**src/rtl/uart_cipher_pkg.sv**
```systemverilog
// Shared state encodings, opcodes and status codes for the UART cipher bridge.
package uart_cipher_pkg;

  typedef logic [3:0] state_t;

  localparam state_t S_IDLE     = 4'd0;
  localparam state_t S_OPC      = 4'd1;
  localparam state_t S_RX_DATA  = 4'd2;
  localparam state_t S_RX_KEY   = 4'd3;
  localparam state_t S_LOAD     = 4'd4;
  localparam state_t S_HOLD     = 4'd5;
  localparam state_t S_WAIT     = 4'd6;
  localparam state_t S_TX_START = 4'd7;
  localparam state_t S_TX_WAIT  = 4'd8;
  localparam state_t S_GAP      = 4'd9;

  localparam logic [7:0] OP_ENC = 8'h01;
  localparam logic [7:0] OP_DEC = 8'h02;
  localparam logic [7:0] OP_KEY = 8'h03;

  localparam logic [7:0] ST_OK      = 8'h00;
  localparam logic [7:0] ST_BADOP   = 8'hE1;
  localparam logic [7:0] ST_TIMEOUT = 8'hE2;

endpackage

```
**src/rtl/byte_shift_reg.sv**
```systemverilog
// N-byte register: parallel load, or shift one byte in at the LSB end so the
// first byte shifted ends up in the MSB byte (also used MSB-first for unloading).
module byte_shift_reg #(
  parameter int N = 16
) (
  input  logic           clk,
  input  logic           rst,
  input  logic           shift_en,
  input  logic [7:0]     shift_in,
  input  logic           load_en,
  input  logic [8*N-1:0] load_val,
  output logic [8*N-1:0] q
);

  logic [8*N-1:0] q_q;
  logic [8*N-1:0] q_d;
  logic [8*N-1:0] shifted;

  if (N == 1) begin : g_one
    assign shifted = shift_in;
  end else begin : g_many
    assign shifted = {q_q[8*N-9:0], shift_in};
  end

  always_comb begin
    q_d = q_q;
    if (load_en)       q_d = load_val;
    else if (shift_en) q_d = shifted;
  end

  always_ff @(posedge clk) begin
    if (rst) q_q <= '0;
    else     q_q <= q_d;
  end

  assign q = q_q;

endmodule

```
**src/rtl/uart_cipher_bridge.sv**
```systemverilog
// Framed UART command bridge to a load/busy block cipher core: encrypt,
// decrypt, key load, receive timeout and a status byte on every response.
module uart_cipher_bridge
  import uart_cipher_pkg::*;
#(
  parameter int                     BLK_BYTES    = 16,
  parameter int                     KEY_BYTES    = 32,
  parameter logic [8*KEY_BYTES-1:0] KEY_INIT     = {128'h2b7e151628aed2a6abf7158809cf4f3c, 128'h0},
  parameter logic [7:0]             SYNC_BYTE    = 8'hA5,
  parameter int                     RX_TIMEOUT   = 1_000_000,
  parameter int                     TX_GAP       = 20000,
  parameter int                     LOAD_HOLDOFF = 2
) (
  input  logic                     clk,
  input  logic                     rst,
  input  logic [7:0]               rx_data,
  input  logic                     rx_valid,
  output logic [7:0]               tx_data,
  output logic                     tx_start,
  input  logic                     tx_busy,
  output logic                     core_load,
  output logic                     core_dec,
  output logic [8*KEY_BYTES-1:0]   core_key,
  output logic [8*BLK_BYTES-1:0]   core_data_in,
  input  logic [8*BLK_BYTES-1:0]   core_data_out,
  input  logic                     core_busy,
  output logic [3:0]               state_o
);

  localparam int RXC_W  = $clog2(KEY_BYTES > BLK_BYTES ? KEY_BYTES : BLK_BYTES) + 1;
  localparam int TO_W   = $clog2(RX_TIMEOUT) + 1;
  localparam int GAP_W  = $clog2(TX_GAP) + 1;
  localparam int HOLD_W = $clog2(LOAD_HOLDOFF) + 1;
  localparam int TXI_W  = $clog2(BLK_BYTES + 1) + 1;

  localparam logic [RXC_W-1:0]  BLK_LAST  = RXC_W'(BLK_BYTES - 1);
  localparam logic [RXC_W-1:0]  KEY_LAST  = RXC_W'(KEY_BYTES - 1);
  localparam logic [TO_W-1:0]   TO_LAST   = TO_W'(RX_TIMEOUT - 1);
  localparam logic [GAP_W-1:0]  GAP_LAST  = GAP_W'(TX_GAP - 1);
  localparam logic [HOLD_W-1:0] HOLD_LAST = HOLD_W'(LOAD_HOLDOFF - 1);
  localparam logic [TXI_W-1:0]  TX_BLK_END = TXI_W'(BLK_BYTES);

  state_t              state_q, state_d;
  logic [RXC_W-1:0]    rx_cnt_q, rx_cnt_d;
  logic [TO_W-1:0]     to_cnt_q, to_cnt_d;
  logic [HOLD_W-1:0]   hold_cnt_q, hold_cnt_d;
  logic [GAP_W-1:0]    gap_cnt_q, gap_cnt_d;
  logic [TXI_W-1:0]    tx_idx_q, tx_idx_d;
  logic                has_blk_q, has_blk_d;
  logic                busy_seen_q, busy_seen_d;
  logic [7:0]          status_q, status_d;
  logic [7:0]          tx_data_q, tx_data_d;
  logic                core_load_q, core_load_d;
  logic                core_dec_q, core_dec_d;
  logic                key_commit_q, key_commit_d;
  logic [8*KEY_BYTES-1:0] key_q, key_d;

  logic                blk_shift, key_shift, tx_load, tx_shift;
  logic                in_frame;
  logic [8*BLK_BYTES-1:0] blk_q, tx_q;
  logic [8*KEY_BYTES-1:0] shadow_q;
  logic [7:0]          tx_byte;
  logic                tx_unused;

  byte_shift_reg #(.N(BLK_BYTES)) u_blk (
    .clk(clk), .rst(rst), .shift_en(blk_shift), .shift_in(rx_data),
    .load_en(1'b0), .load_val('0), .q(blk_q)
  );

  byte_shift_reg #(.N(KEY_BYTES)) u_key_shadow (
    .clk(clk), .rst(rst), .shift_en(key_shift), .shift_in(rx_data),
    .load_en(1'b0), .load_val('0), .q(shadow_q)
  );

  byte_shift_reg #(.N(BLK_BYTES)) u_tx (
    .clk(clk), .rst(rst), .shift_en(tx_shift), .shift_in(8'h00),
    .load_en(tx_load), .load_val(core_data_out), .q(tx_q)
  );

  assign tx_byte   = tx_q[8*BLK_BYTES-1 -: 8];
  assign tx_unused = ^tx_q;
  assign in_frame  = (state_q == S_OPC) || (state_q == S_RX_DATA) || (state_q == S_RX_KEY);

  always_comb begin
    state_d      = state_q;
    rx_cnt_d     = rx_cnt_q;
    to_cnt_d     = to_cnt_q;
    hold_cnt_d   = hold_cnt_q;
    gap_cnt_d    = gap_cnt_q;
    tx_idx_d     = tx_idx_q;
    has_blk_d    = has_blk_q;
    busy_seen_d  = busy_seen_q;
    status_d     = status_q;
    tx_data_d    = tx_data_q;
    core_dec_d   = core_dec_q;
    core_load_d  = 1'b0;
    key_commit_d = 1'b0;
    key_d        = key_commit_q ? shadow_q : key_q;
    blk_shift    = 1'b0;
    key_shift    = 1'b0;
    tx_load      = 1'b0;
    tx_shift     = 1'b0;

    case (state_q)
      S_IDLE: begin
        rx_cnt_d  = '0;
        to_cnt_d  = '0;
        tx_idx_d  = '0;
        has_blk_d = 1'b0;
        if (rx_valid && rx_data == SYNC_BYTE) state_d = S_OPC;
      end
      S_OPC: if (rx_valid) begin
        to_cnt_d = '0;
        case (rx_data)
          OP_ENC, OP_DEC: begin
            core_dec_d = (rx_data == OP_DEC);
            state_d    = S_RX_DATA;
          end
          OP_KEY:  state_d = S_RX_KEY;
          default: begin
            status_d = ST_BADOP;
            state_d  = S_TX_START;
          end
        endcase
      end
      S_RX_DATA: if (rx_valid) begin
        to_cnt_d  = '0;
        blk_shift = 1'b1;
        if (rx_cnt_q == BLK_LAST) begin
          rx_cnt_d = '0;
          state_d  = S_LOAD;
        end else begin
          rx_cnt_d = rx_cnt_q + 1'b1;
        end
      end
      S_RX_KEY: if (rx_valid) begin
        to_cnt_d  = '0;
        key_shift = 1'b1;
        if (rx_cnt_q == KEY_LAST) begin
          // shadow holds the full key one cycle later; commit then
          rx_cnt_d     = '0;
          key_commit_d = 1'b1;
          status_d     = ST_OK;
          state_d      = S_TX_START;
        end else begin
          rx_cnt_d = rx_cnt_q + 1'b1;
        end
      end
      S_LOAD: begin
        core_load_d = 1'b1;
        hold_cnt_d  = '0;
        state_d     = (LOAD_HOLDOFF == 0) ? S_WAIT : S_HOLD;
      end
      S_HOLD: begin
        if (hold_cnt_q == HOLD_LAST) state_d = S_WAIT;
        else                         hold_cnt_d = hold_cnt_q + 1'b1;
      end
      S_WAIT: if (!core_busy) begin
        tx_load   = 1'b1;
        has_blk_d = 1'b1;
        status_d  = ST_OK;
        state_d   = S_TX_START;
      end
      S_TX_START: if (!tx_busy) begin
        busy_seen_d = 1'b0;
        state_d     = S_TX_WAIT;
      end
      S_TX_WAIT: begin
        if (tx_busy) begin
          busy_seen_d = 1'b1;
        end else if (busy_seen_q) begin
          gap_cnt_d = '0;
          state_d   = S_GAP;
        end
      end
      S_GAP: begin
        if (gap_cnt_q == GAP_LAST)
          state_d = (has_blk_q && tx_idx_q <= TX_BLK_END) ? S_TX_START : S_IDLE;
        else
          gap_cnt_d = gap_cnt_q + 1'b1;
      end
      default: state_d = S_IDLE;
    endcase

    // a byte arriving on the terminal count cycle keeps the frame alive
    if (in_frame && !rx_valid) begin
      if (to_cnt_q == TO_LAST) begin
        to_cnt_d = '0;
        status_d = ST_TIMEOUT;
        state_d  = S_TX_START;
      end else begin
        to_cnt_d = to_cnt_q + 1'b1;
      end
    end

    if (state_d == S_TX_START && state_q != S_TX_START) begin
      tx_idx_d = tx_idx_q + 1'b1;
      if (tx_idx_q == '0) begin
        tx_data_d = status_d;
      end else begin
        tx_data_d = tx_byte;
        tx_shift  = 1'b1;
      end
    end
  end

  always_ff @(posedge clk) begin
    if (rst) begin
      state_q      <= S_IDLE;
      rx_cnt_q     <= '0;
      to_cnt_q     <= '0;
      hold_cnt_q   <= '0;
      gap_cnt_q    <= '0;
      tx_idx_q     <= '0;
      has_blk_q    <= 1'b0;
      busy_seen_q  <= 1'b0;
      status_q     <= ST_OK;
      tx_data_q    <= 8'h00;
      core_load_q  <= 1'b0;
      core_dec_q   <= 1'b0;
      key_commit_q <= 1'b0;
      key_q        <= KEY_INIT;
    end else begin
      state_q      <= state_d;
      rx_cnt_q     <= rx_cnt_d;
      to_cnt_q     <= to_cnt_d;
      hold_cnt_q   <= hold_cnt_d;
      gap_cnt_q    <= gap_cnt_d;
      tx_idx_q     <= tx_idx_d;
      has_blk_q    <= has_blk_d;
      busy_seen_q  <= busy_seen_d;
      status_q     <= status_d;
      tx_data_q    <= tx_data_d;
      core_load_q  <= core_load_d;
      core_dec_q   <= core_dec_d;
      key_commit_q <= key_commit_d;
      key_q        <= key_d;
    end
  end

  assign tx_start     = (state_q == S_TX_START) && !tx_busy;
  assign tx_data      = tx_data_q;
  assign core_load    = core_load_q;
  assign core_dec     = core_dec_q;
  assign core_key     = key_q;
  assign core_data_in = blk_q;
  assign state_o      = state_q;

endmodule

```
**config.mk**
```make
export PLATFORM = sky130hd
export DESIGN_NAME = uart_cipher_bridge
export DESIGN_NICKNAME = d
export VERILOG_FILES = /design/src/rtl/uart_cipher_pkg.sv /design/src/rtl/byte_shift_reg.sv /design/src/rtl/uart_cipher_bridge.sv
export SDC_FILE = /design/constraint.sdc
export NUM_CORES = 2
export LEC_CHECK = 0
export BUFFER_PORTS_ARGS = -buffer_cell sky130_fd_sc_hd__buf_2
export CAP_MARGIN = 20
export CELL_PAD_IN_SITES_DETAIL_PLACEMENT = 2
export CELL_PAD_IN_SITES_GLOBAL_PLACEMENT = 2
export CORE_ASPECT_RATIO = 0.5
export CORE_MARGIN = 2
export CORE_UTILIZATION = 25
export CTS_CLUSTER_SIZE = 40
export DETAILED_ROUTE_END_ITERATION = 7
export PLACE_DENSITY_LB_ADDON = 0.15
export SLEW_MARGIN = 20
export SYNTH_ARGS = -nofsm -noshare
export SYNTH_HDL_FRONTEND = slang
export SYNTH_SLANG_ARGS = --single-unit
```
**constraint.sdc**
```tcl
create_clock -name clk -period 3.2 [get_ports clk]
set_clock_uncertainty 0.05 [all_clocks]
set_input_delay 0.16 -clock clk [delete_from_list [all_inputs] [get_ports clk]]
set_output_delay 0.16 -clock clk [all_outputs]
set_load 0.1 [all_outputs]
```
==> flow_metrics.env <==
export IMPL_outcome="finished clean"
export IMPL_tightest_slew_ns=0.893
export IMPL_drv_slew=0
export IMPL_grt_max_degree=130
export IMPL_synth_ff_type="dfxtp_1"
export IMPL_timing_fmax_mhz=325
export IMPL_clkLatencyLatePin_ns=0.69
export IMPL_peakVddDrop_mv=0.353
export IMPL_crit_path_end_kind="flop"
export IMPL_drv_cap=0
export IMPL_cts_made_buffers=86
export IMPL_grt_usage=0.177
export IMPL_syn_area_um2=32100
export IMPL_routed_wl_um=121000
export IMPL_post_drt_wl_per_cell_um=20.0
export IMPL_synth_top_family_by_area="simple AND/OR/NAND/NOR gates"
export IMPL_setup_slack_ns=0.125
export IMPL_synth_mux_area_frac=0.0602
export IMPL_synthXorXnorAreaFrac=0.00463
export IMPL_power_density_nw_per_um2=532
export IMPL_yosys_area_top_type="dfxtp_1"
export IMPL_grt_pass1_wl_um=185000
export IMPL_p_leak_nw=14.8
export IMPL_cts_tree="yes"
export IMPL_startpoint_type="flop"
export IMPL_postSynthAreaPerCell_um2=8.60
export IMPL_netlist_area_leader_share=0.526
export IMPL_yosysMostFrequentCell="dfxtp_1"
export IMPL_io_pin_count=540
export IMPL_synth_edf_count=0
export IMPL_portBuffers=539
export IMPL_min_period_ns=3.08
export IMPL_cp_arrival_ns=3.61
export IMPL_nNetsFinal=4434
export IMPL_drt_first_iter_violations=1250
export IMPL_grt_overflow=0
export IMPL_synth_common_cells="dfxtp_1 (844), nand2_1 (826), a21oi_1 (432), nor2_1 (390), clkbuf_1 (248)"
export IMPL_synth_seq_cells=844
export IMPL_worst_hold_slack_ns=0.0750
export IMPL_place_area_um2=36800
export IMPL_coreArea_um2=127000
export IMPL_synth_simple_area_share=0.183
export IMPL_ys_types=74
export IMPL_via_per_inst=4.71
export IMPL_initial_core_util=0.254
export IMPL_rows=92
export IMPL_htree_levels=3
export IMPL_setup_violations=0
export IMPL_path_max_fanout=17
export IMPL_worst_slew_margin_rel=0.405
export IMPL_grt_pass1_vias=30420
export IMPL_hold_path_class="input pin to flop"
export IMPL_async_reset_ff_frac=0
export IMPL_antennaDiodeCount=0
export IMPL_antenna_found_initial=1
export IMPL_synth_adder_area_share=0.00234
export IMPL_dieArea_um2=132000
export IMPL_clkSinkCount=844
export IMPL_dp_slack_ns=0.0572
export IMPL_syn_nets=3884
export IMPL_synthCells=3737
export IMPL_die_y_um=258
export IMPL_worstPathRequired_ns=3.73
export IMPL_crit_type="flop to flop"
export IMPL_root_buffer="clkbuf_16"
export IMPL_drc=0
export IMPL_synthToLayoutAreaGrowth_pct=28.5
export IMPL_ys_seq_area_frac=0.526
export IMPL_finalHoldViolCount=0
export IMPL_antenna_left=0
export IMPL_dieWidth_um=511
export IMPL_layout_worst_path_cycle_share=0.961
export IMPL_gp_congestion=0.764
export IMPL_ys_warn_count=0
export IMPL_synth_compound_area_frac=0.180
export IMPL_vias=28478
export IMPL_synth_area_leaders="dfxtp_1 (53%), nand2_1 (9.6%), a21oi_1 (6.7%)"
export IMPL_clk_pin_slew_ns=0.07
export IMPL_ctsLongestPathBuffers=3
export IMPL_layout_drive_gt1_share=0.195
export IMPL_drtPass1Iterations=4
export IMPL_dpl_hpwl_um=79600
export IMPL_fin_area_um2=41300
export IMPL_power_mw=22.0
export IMPL_fin_util=0.326
## routing by layer
| layer | share of wire | up-vias | GRT usage |
|---|---|---|---|
| li1 | - | 13847 | - |
| met1 | 0.43 | 14148 | 0.208 |
| met2 | 0.51 | 318 | 0.325 |
| met3 | 0.032 | 163 | 0.0331 |
| met4 | 0.030 | 2 | 0.0575 |
| met5 | 0.00011 | - | 0 |
## final timing paths
path                                     startpoint                  end  slack [ns]  cells after the start
worst max-delay path                   gap_cnt_q[1]           u_tx.q[90]        0.12                     10
worst min register to register  u_key_shadow.q[248]  u_key_shadow.q[248]        0.41                      2
worst min-delay path                      core_busy            has_blk_q        0.08                      5
worst max register to register         gap_cnt_q[1]           u_tx.q[90]        0.12                     10
## where the power goes
part,leakage [nW],switching (mW),internal (mW)
clock network,1.47,4.69,6.27
logic,6.58,0.285,0.210
registers,6.80,0.000493,10.5
total,14.8,4.97,17.0
## through the flow
step / TNS (ns) / cells
after global placement: 0 / 5743
final: 0 / 6046
after CTS: 0 / 6038
after floorplan: 0 / 3737
after global routing: -1.32 / 6046
after detailed placement: 0 / 5743
## worst max-delay path, stage by stage, from the launching register on
cell and delay (ns):
dfxtp_1 0.39, ha_1 0.22, nand4_1 0.26, o41ai_4 0.36, nand2_2 0.16, or4_4 0.48, o211ai_4 0.34, buf_4 0.21
clkbuf_16 0.18, o21ai_0 0.08, a211oi_1 0.21
## area by class of cell
type	instances	area, um2
inverter	10	37.5
clock inverter	35	509
clock buffer	120	2480
fill	14152	85400
timing repair buffer	778	5380
multi-input combinational	2567	13900
tap	1692	2120
sequential	844	16900
## cells by family (layout without fill, tap and decap cells)
family | count (synthesis) | in the layout
AND/OR/NAND/NOR | 1411 | 1411
multiplexers | 193 | 193
adder cells (fa/ha/maj) | 6 | 6
flip-flops | 844 | 844
buffers and inverters | 326 | 943
XOR/XNOR | 17 | 17
AO/OA/AOI/OAI | 940 | 940
## what timing repair did
action	CTS	global route
resized for setup	0	4
hold buffers	140	0
buffers inserted	0	6
setup endpoints to repair	0	96
endpoints found under the hold margin	197	0
## registers in the layout (all words and copies together), names as in the netlist
signal and flops:
busy_seen_q 1, tx_data 8, u_key_shadow.q 256, core_key 256
u_blk.q 128, key_commit_q 1, has_blk_q 1, to_cnt_q 21
u_tx.q 128, core_load 1, status_q 8, rx_cnt_q 6
state_o 4, gap_cnt_q 16, core_dec 1, hold_cnt_q 2
tx_idx_q 6
## cells in the final DEF, fill, tap and decap left out, types with 14 or more instances in the layout
cell	synthesis	final
a211o_1	71	71
a211oi_1	92	91
a211oi_2	34	35
a21oi_1	432	432
a31oi_1	128	128
buf_12	5	39
buf_2	21	538
buf_4	8	57
clkbuf_1	248	17
clkbuf_16	0	91
clkbuf_8	0	14
clkinv_2	0	14
dfxtp_1	844	842
dlygate4sd3_1	0	140
mux2i_1	191	191
nand2_1	826	826
nand3_1	26	25
nor2_1	390	388
nor2b_1	67	67
o21ai_0	67	67
o21ai_1	73	73
(Power assumes the default switching activity.)
